`src/rtl/local_maxima_collector.sv`:
```
// rtl/local_maxima_collector.sv - buffers flagged pixels of a raster frame and drains them as peak entries
// Optional feature macro: COLLECTOR_THRESHOLD_EN (peaks must also reach MIN_PEAK)
module local_maxima_collector #(
  parameter int WIDTH      = 6,
  parameter int HEIGHT     = 6,
  parameter int FIFO_DEPTH = 8,
  parameter int MIN_PEAK   = 0
) (
  input  logic                               clk,
  input  logic                               rst,
  input  logic                               in_valid,
  output logic                               in_ready,
  input  logic [7:0]                         in_pixel,
  input  logic                               in_flag,
  output logic                               out_valid,
  input  logic                               out_ready,
  output logic [$clog2(HEIGHT)-1:0]          out_row,
  output logic [$clog2(WIDTH)-1:0]           out_col,
  output logic [7:0]                         out_value,
  output logic [$clog2(WIDTH*HEIGHT+1)-1:0]  peak_count,
  output logic                               overflow,
  output logic                               frame_done
);

  localparam int RW  = $clog2(HEIGHT);
  localparam int CW  = $clog2(WIDTH);
  localparam int PCW = $clog2(WIDTH*HEIGHT+1);
  localparam int AW  = $clog2(FIFO_DEPTH);
  localparam int EW  = RW + CW + 8;

`ifdef COLLECTOR_THRESHOLD_EN
  localparam bit THRESH_ON = 1'b1;
`else
  localparam bit THRESH_ON = 1'b0;
`endif

  typedef enum logic [1:0] {
    S_COLLECT = 2'd0,
    S_DRAIN   = 2'd1,
    S_DONE    = 2'd2
  } state_t;

  state_t         state;
  logic [RW-1:0]  row;
  logic [CW-1:0]  col;

  // Pointers carry one extra wrap bit so full and empty are distinguishable.
  logic [AW:0]    wr_ptr;
  logic [AW:0]    rd_ptr;
  logic [AW:0]    fill;
  logic [EW-1:0]  mem [FIFO_DEPTH];
  logic [EW-1:0]  head;

  logic fifo_empty;
  logic fifo_full;
  logic xfer;
  logic is_peak;
  logic pop;
  logic push;
  logic drop;
  logic first_pixel;
  logic last_pixel;
  logic drain_exit;

  assign fill       = wr_ptr - rd_ptr;
  assign fifo_empty = (wr_ptr == rd_ptr);
  assign fifo_full  = (wr_ptr[AW] != rd_ptr[AW]) &&
                      (wr_ptr[AW-1:0] == rd_ptr[AW-1:0]);

  // Handshake decode: input readiness depends on state alone.
  assign in_ready   = (state == S_COLLECT);
  assign frame_done = (state == S_DONE);
  assign xfer       = in_valid && in_ready;

  // With the threshold disabled every flagged pixel qualifies.
  assign is_peak    = in_flag && (!THRESH_ON || (in_pixel >= 8'(MIN_PEAK)));

  assign out_valid  = !fifo_empty;
  assign pop        = out_valid && out_ready;

  // A full FIFO still accepts a peak when the head leaves in the same cycle.
  assign push       = xfer && is_peak && (!fifo_full || pop);
  assign drop       = xfer && is_peak && fifo_full && !pop;

  assign first_pixel = (row == '0) && (col == '0);
  assign last_pixel  = (row == RW'(HEIGHT-1)) && (col == CW'(WIDTH-1));

  // Drain finishes once the FIFO is empty, or becomes empty with this pop.
  assign drain_exit  = fifo_empty || ((fill == (AW+1)'(1)) && pop);

  // Show-ahead head; forced to zero while nothing is queued so reset values are defined.
  assign head      = mem[rd_ptr[AW-1:0]];
  assign out_value = out_valid ? head[7:0]          : '0;
  assign out_col   = out_valid ? head[CW+7:8]       : '0;
  assign out_row   = out_valid ? head[EW-1:CW+8]    : '0;

  // Frame sequencing and raster position tracking.
  always_ff @(posedge clk or negedge rst) begin
    if (!rst) begin
      state <= S_COLLECT;
      row   <= '0;
      col   <= '0;
    end else begin
      case (state)
        S_COLLECT: begin
          if (xfer) begin
            if (col == CW'(WIDTH-1)) begin
              col <= '0;
              row <= (row == RW'(HEIGHT-1)) ? '0 : row + RW'(1);
            end else begin
              col <= col + CW'(1);
            end
            if (last_pixel) begin
              state <= S_DRAIN;
            end
          end
        end
        S_DRAIN: begin
          if (drain_exit) begin
            state <= S_DONE;
          end
        end
        S_DONE: begin
          row   <= '0;
          col   <= '0;
          state <= S_COLLECT;
        end
        default: begin
          state <= S_COLLECT;
        end
      endcase
    end
  end

  // FIFO pointer advance on accepted push and pop.
  always_ff @(posedge clk or negedge rst) begin
    if (!rst) begin
      wr_ptr <= '0;
      rd_ptr <= '0;
    end else begin
      if (push) begin
        wr_ptr <= wr_ptr + (AW+1)'(1);
      end
      if (pop) begin
        rd_ptr <= rd_ptr + (AW+1)'(1);
      end
    end
  end

  // FIFO storage; contents are don't-care until a pointer covers them.
  always_ff @(posedge clk) begin
    if (push) begin
      mem[wr_ptr[AW-1:0]] <= {row, col, in_pixel};
    end
  end

  // Per-frame peak statistics; restart on the first pixel of each frame.
  always_ff @(posedge clk or negedge rst) begin
    if (!rst) begin
      peak_count <= '0;
      overflow   <= 1'b0;
    end else if (xfer) begin
      if (first_pixel) begin
        peak_count <= is_peak ? PCW'(1) : '0;
        overflow   <= drop;
      end else begin
        if (is_peak) begin
          peak_count <= peak_count + PCW'(1);
        end
        if (drop) begin
          overflow <= 1'b1;
        end
      end
    end
  end

endmodule
```
`config.mk`:
```
export PLATFORM = sky130hd
export DESIGN_NAME = local_maxima_collector
export DESIGN_NICKNAME = d
export VERILOG_FILES = /design/src/rtl/local_maxima_collector.sv
export SDC_FILE = /design/constraint.sdc
export NUM_CORES = 1
export LEC_CHECK = 0
export BUFFER_PORTS_ARGS = -buffer_cell sky130_fd_sc_hd__buf_4
export CAP_MARGIN = 20
export CORE_AREA = 2 2 109 111
export CTS_CLUSTER_SIZE = 14
export DETAILED_ROUTE_END_ITERATION = 6
export DIE_AREA = 0 0 111 113
export PLACE_DENSITY = 0.77
export SYNTH_ARGS = -nofsm -noshare
export SYNTH_HDL_FRONTEND = slang
export SYNTH_SLANG_ARGS = --single-unit
```
`constraint.sdc`:
```
create_clock -name clk -period 8.4 [get_ports clk]
set_clock_uncertainty 0.05 [all_clocks]
set_input_delay 0.84 -clock clk [delete_from_list [all_inputs] [get_ports clk]]
set_output_delay 0.84 -clock clk [all_outputs]
set_load 0.005 [all_outputs]
```
[After elaboration in Yosys (flattened, before gate mapping)]
Memories as Yosys holds them, arrays and structs flattened.
Cells that the tools add are included.
Cells by class
  multiplexer cells: 21
  bitwise gates (word level): 0
  reductions and logical operators: 26
  divide/modulo/power cells: 0
  $mul: 0
  shift-type cells: 0
  equality and inequality tests: 12
  $add $sub $neg: 6
  $lt $le $gt $ge: 0
Operators with widths (count)
  $mux 3: 7
  $mux 6: 2
  $pmux 3 s2: 2
  $logic_and 1x1->1: 10
  $add 4x1->4 const B: 2
  $mux 8: 1
  $add 3x1->3 const B: 2
  $add 6x1->6 const B: 1
  $eq 3x3->1 const B: 2
  $logic_not 3->1: 2
  $mux 2: 3
  $ne 2x1->1 const B: 3
  $reduce_and 2->1: 3
  $reduce_and 3->1: 2
  $reduce_bool 2->1: 3
  $mux 1: 5
  $eq 4x1->1 const B: 1
  $eq 4x4->1: 1
  $pmux 2 s2: 1
  $sub 4x4->4: 1
  $eq 3x3->1: 1
  $logic_not 1->1: 3
  $eq 2x1->1 const B: 1
  $eq 2x2->1 const B: 1
  other kinds (4): 5
Storage, ports and cells
  flip-flop bits (word level): 23
  output and inout bits: 24
  memory bits (writable): 112
  input port bits: 13
  word-level logic and storage cells: 73
  latch bits: 0
  ROM bits: 0
  memories kept: 1
Memory list
  mem: depth 8, bits a word 14, read ports 1, clocked after memory_dff 0, write ports 1, line 51  | logic [EW-1:0] mem [FIFO_DEPTH];

[Depth between registers and ports, before layout]
  word-level depth: 7
  depth in mapped cells: 9
  depth with buffers taken out: 8

[Least setup slack after synthesis]
OpenSTA, ideal clock, no wires.
  kind: flip-flop to flip-flop
  start point: register rd_ptr[2]
  end point: memory mem[0][0] (netlist bit), enable pin
  stages on the path, launching flop included: 9
  data arrival time: 2975 ps
  buffers on the path: 2
  path slack: 4953 ps
  setup time: 421 ps
  cells stage by stage: dfrtp_1 > clkbuf_1 > inv_1 > clkbuf_1 > ha_1 > nand3_1 > or3_1 > nand3_1 > nor4_1
Between the ends
  longest elaborated chain between the ends: 7
  elaborated cells between the ends (all ways): 10
  those cells by class: 2 x eq/ne; 2 x mux; 6 x reduce/logical
Ends and longest elaborated chain
  start, declared: line 49  | logic [AW:0] rd_ptr;
  start signal, assigned: line 145  | rd_ptr <= rd_ptr + (AW+1)'(1);
  $eq 4x4->1 / $eq 3x3->1 (equally long branches): line 66, 68
  $logic_not 1->1 / $logic_and 1x1->1 (equally long branches): line 78, 67
  $logic_and 1x1->1 / $logic_not 1->1 (equally long branches): line 79, 82
  $logic_or 1x1->1 (*): line 82  | assign push = xfer && is_peak && (!fifo_full || pop);
  $logic_and 1x1->1 (*): line 82
  $mux 1 (*): line 152  | if (push) begin
  $mux 1 (not written as such) (*): line 153  | mem[wr_ptr[AW-1:0]] <= {row, col, in_pixel};
  end, declared: line 51
Mark *: on every way between the ends. The rest lies on a longest branch, timed or not.

[Final worst setup path]
  start point: register rd_ptr[2]
  end point: output out_valid
Between the ends
  longest elaborated chain between the ends: 2
Ends and longest elaborated chain
  $eq 4x4->1: line 66  | assign fifo_empty = (wr_ptr == rd_ptr);
  $logic_not 1->1: line 78  | assign out_valid = !fifo_empty;
  end, declared: line 15  | output logic out_valid,
No other way between the ends.

==> results by group <==
Critical path
  – Crit-path max FO: 17
  – Crit Path Category: register to output pin
  – Worst EP required: 7.51 ns
  – Setup crit start kind: register
  – Crit end category: output pin
  – Critical path arrival: 3.28 ns

Clocking
  – Number of clock sinks: 135
  – Post-CTS sizing: 0
  – Post-CTS Setup Repair Bufs: 0
  – Clk slew on worst S/H paths: 0.06 ns
  – Root buffer cell: clkbuf_16
  – H-tree levels: 4
  – CTS tree: yes
  – Max Buffers Root-to-Sink: 2
  – Worst skew pair latency: 0.41 ns
  – Hold-fix buffers at CTS: 0
  – CTS buffer count: 17

Routing
  – Drt drc: 0
  – Drt pass-1 iters: 5
  – DR WL/cell: 19.7 µm
  – Drt first-iter violations: 324
  – Vias/cell: 5.57
  – Routed WL: 10600 µm
  – DRT antenna net count: 0
  – Vias: 2994

Power
  – Peak VDD IR: 195 µV
  – Pwr Density: 366 nW/µm²
  – Tot Pwr: 2.42 mW
  – Leakage: 2.38 nW

Die
  – Die area: 12500 µm²
  – Die height: 113 µm
  – Die X: 111 µm
  – Initial Util: 49.4%
  – Core box area: 11300 µm²
  – I/O pins: 37
  – Num rows: 39

Timing
  – Slew Viols, Final: 0
  – Final hold violation count: 0
  – Period utilization: 49.6%
  – FMAX: 0.240 GHz
  – Max-slew headroom: 39.9%
  – Final min period: 4.17 ns
  – Setup TNS: 0 ns
  – Final setup vio count: 0
  – Tightest Pin Transition: 0.901 ns
  – RSZ-0062 raised after global routing: no

Place
  – Post-DP HPWL: 6280 µm
  – # port buffers: 36
  – GPL Wtd Cong: 0.716

Final layout
  – Most frequent cells in the layout: edfxtp_1 (112), buf_4 (44), nand2_1 (42)
  – Area grow syn2layout: 18.9%
  – Area of the multi-input gates: 1570 µm²
  – Register area: 3940 µm²
  – Layout fillers: 858
  – Post-layout util: 58.8%
  – Antenna diode count: 0
  – Commonest non-fill, non-tap cell in the layout: edfxtp_1
  – Fraction of layout cells with a size suffix above 1: 30.9%
  – Post-layout net count: 402

Logic synthesis
  – Seq cells post-synth: 135
  – Synth Net Count: 353
  – Synth unique cells: 46
  – Post-synth EDFFs: 112
  – Syn avg cell area: 16.7 µm²
  – Syn. warnings: 0
  – Seq/Total Area, Yosys: 70.7%
  – Mapped Area: 5570 µm²
  – Ys async rst share: 17.0%
  – Main flop type after synthesis: edfxtp_1
  – Post-synthesis cell count: 333

Worst hold path
  – Worst Hold Class: input pin to async pin

Global routing
  – Largest net degree at the start of global routing: 33
  – GRT Resource Usage Total: 17.9%
  – Vias in the first global route: 3037
  – Grt ovf: 0
  – First-pass GRT wire length: 16800 µm
  – Antenna violations before repair: 0

Run status
  – Status: finished clean

Flow run
  – Max Cap Viol: 0
[cells by family (layout without fill, tap and decap cells)]
kind of cell | count (synthesis) | in the layout | share of synthesized area [%]
DFF | 135 | 135 | 70.7
buffers and inverters | 22 | 84 | 1.60
adders and majority gates | 7 | 7 | 1.71
and+or+nand+nor | 91 | 91 | 8.13
xor gates and xnor gates | 10 | 10 | 1.57
muxes | 32 | 32 | 12.1
AOI/OAI and AO/OA | 36 | 36 | 4.18
[cell type report]
class / count / area share (%)
sequential: 135 / 59.5
multi-input combinational: 176 / 23.7
clock buffer: 17 / 6.42
timing repair buffer: 45 / 5.29
tap: 143 / 2.70
clock inverter: 15 / 2.00
inverter: 7 / 0.397
[cell usage after synthesis (2+ instances only)]
cell | n | share of area, %
o2bb2ai_1 | 2 | 0.31
edfxtp_1 | 112 | 60
inv_1 | 6 | 0.40
nand2_1 | 42 | 2.8
nand3_1 | 7 | 0.63
and4_1 | 2 | 0.31
dfrtp_1 | 23 | 10
a22o_1 | 3 | 0.47
nor3b_1 | 3 | 0.40
mux2i_1 | 2 | 0.36
mux4_2 | 28 | 11
clkbuf_1 | 8 | 0.54
nand2b_1 | 3 | 0.34
nor3_1 | 5 | 0.45
buf_1 | 2 | 0.13
nor2_1 | 13 | 0.88
ha_1 | 6 | 1.3
buf_2 | 5 | 0.45
xor2_1 | 2 | 0.31
a21oi_1 | 17 | 1.5
mux2_2 | 2 | 0.40
a21o_1 | 2 | 0.27
o21ai_2 | 3 | 0.47
xnor2_1 | 8 | 1.3
nor2b_1 | 4 | 0.45
o21ai_0 | 3 | 0.27
[registers in the layout, summed over array words and instances (netlist names)]
register,cells
mem,112
peak_count,6
rd_ptr,4
wr_ptr,4
col,3
row,3
state,2
overflow,1
[path summary, 6_finish.rpt]
kind,slack [ns],cells after the start,end,from
max in group asynchronous,7.78,1,rd_ptr[0],rst
hold reg to reg,0.44,1,rd_ptr[3],rd_ptr[3]
setup reg to reg,4.97,6,mem[3][8],rd_ptr[2]
setup / recovery,4.23,5,out_valid,rd_ptr[2]
min in group clk,0.44,1,rd_ptr[3],rd_ptr[3]
hold / removal,0.26,1,peak_count[4],rst
[power by group]
group | switching [mW] | internal [mW] | total, mW
combinational | 0.371 | 0.400 | 0.771
sequential | 0.122 | 0.838 | 0.960
clock | 0.303 | 0.389 | 0.692
[routing by layer]
metal  vias to the layer above  share of wire [%]  track usage [%]
li1                       1399                  -                -
met4                         0               0.57             4.75
met1                      1525                 42             23.0
met5                         -                  0                0
met3                         8                4.1             4.71
met2                        62                 54             30.8
[per-stage QoR]
stage	instances	worst slack (ns)	hold WS (ns)	instance area [µm²]
2_1_floorplan	333	4.95	0.415	5570
3_3_place_gp	505	4.77	0.434	6050
3_5_place_dp	505	4.65	0.434	6050
4_1_cts	537	4.15	0.268	6600
5_1_grt	538	3.96	0.273	6620
6_report	538	4.23	0.264	6620
[critical path: stages, from the launching register on]
cell and delay, ns:
dfrtp_1 0.75, inv_1 0.49, ha_1 0.50, and4_1 0.78, inv_2 0.15, buf_4 0.19
(Power assumes the default switching activity.)
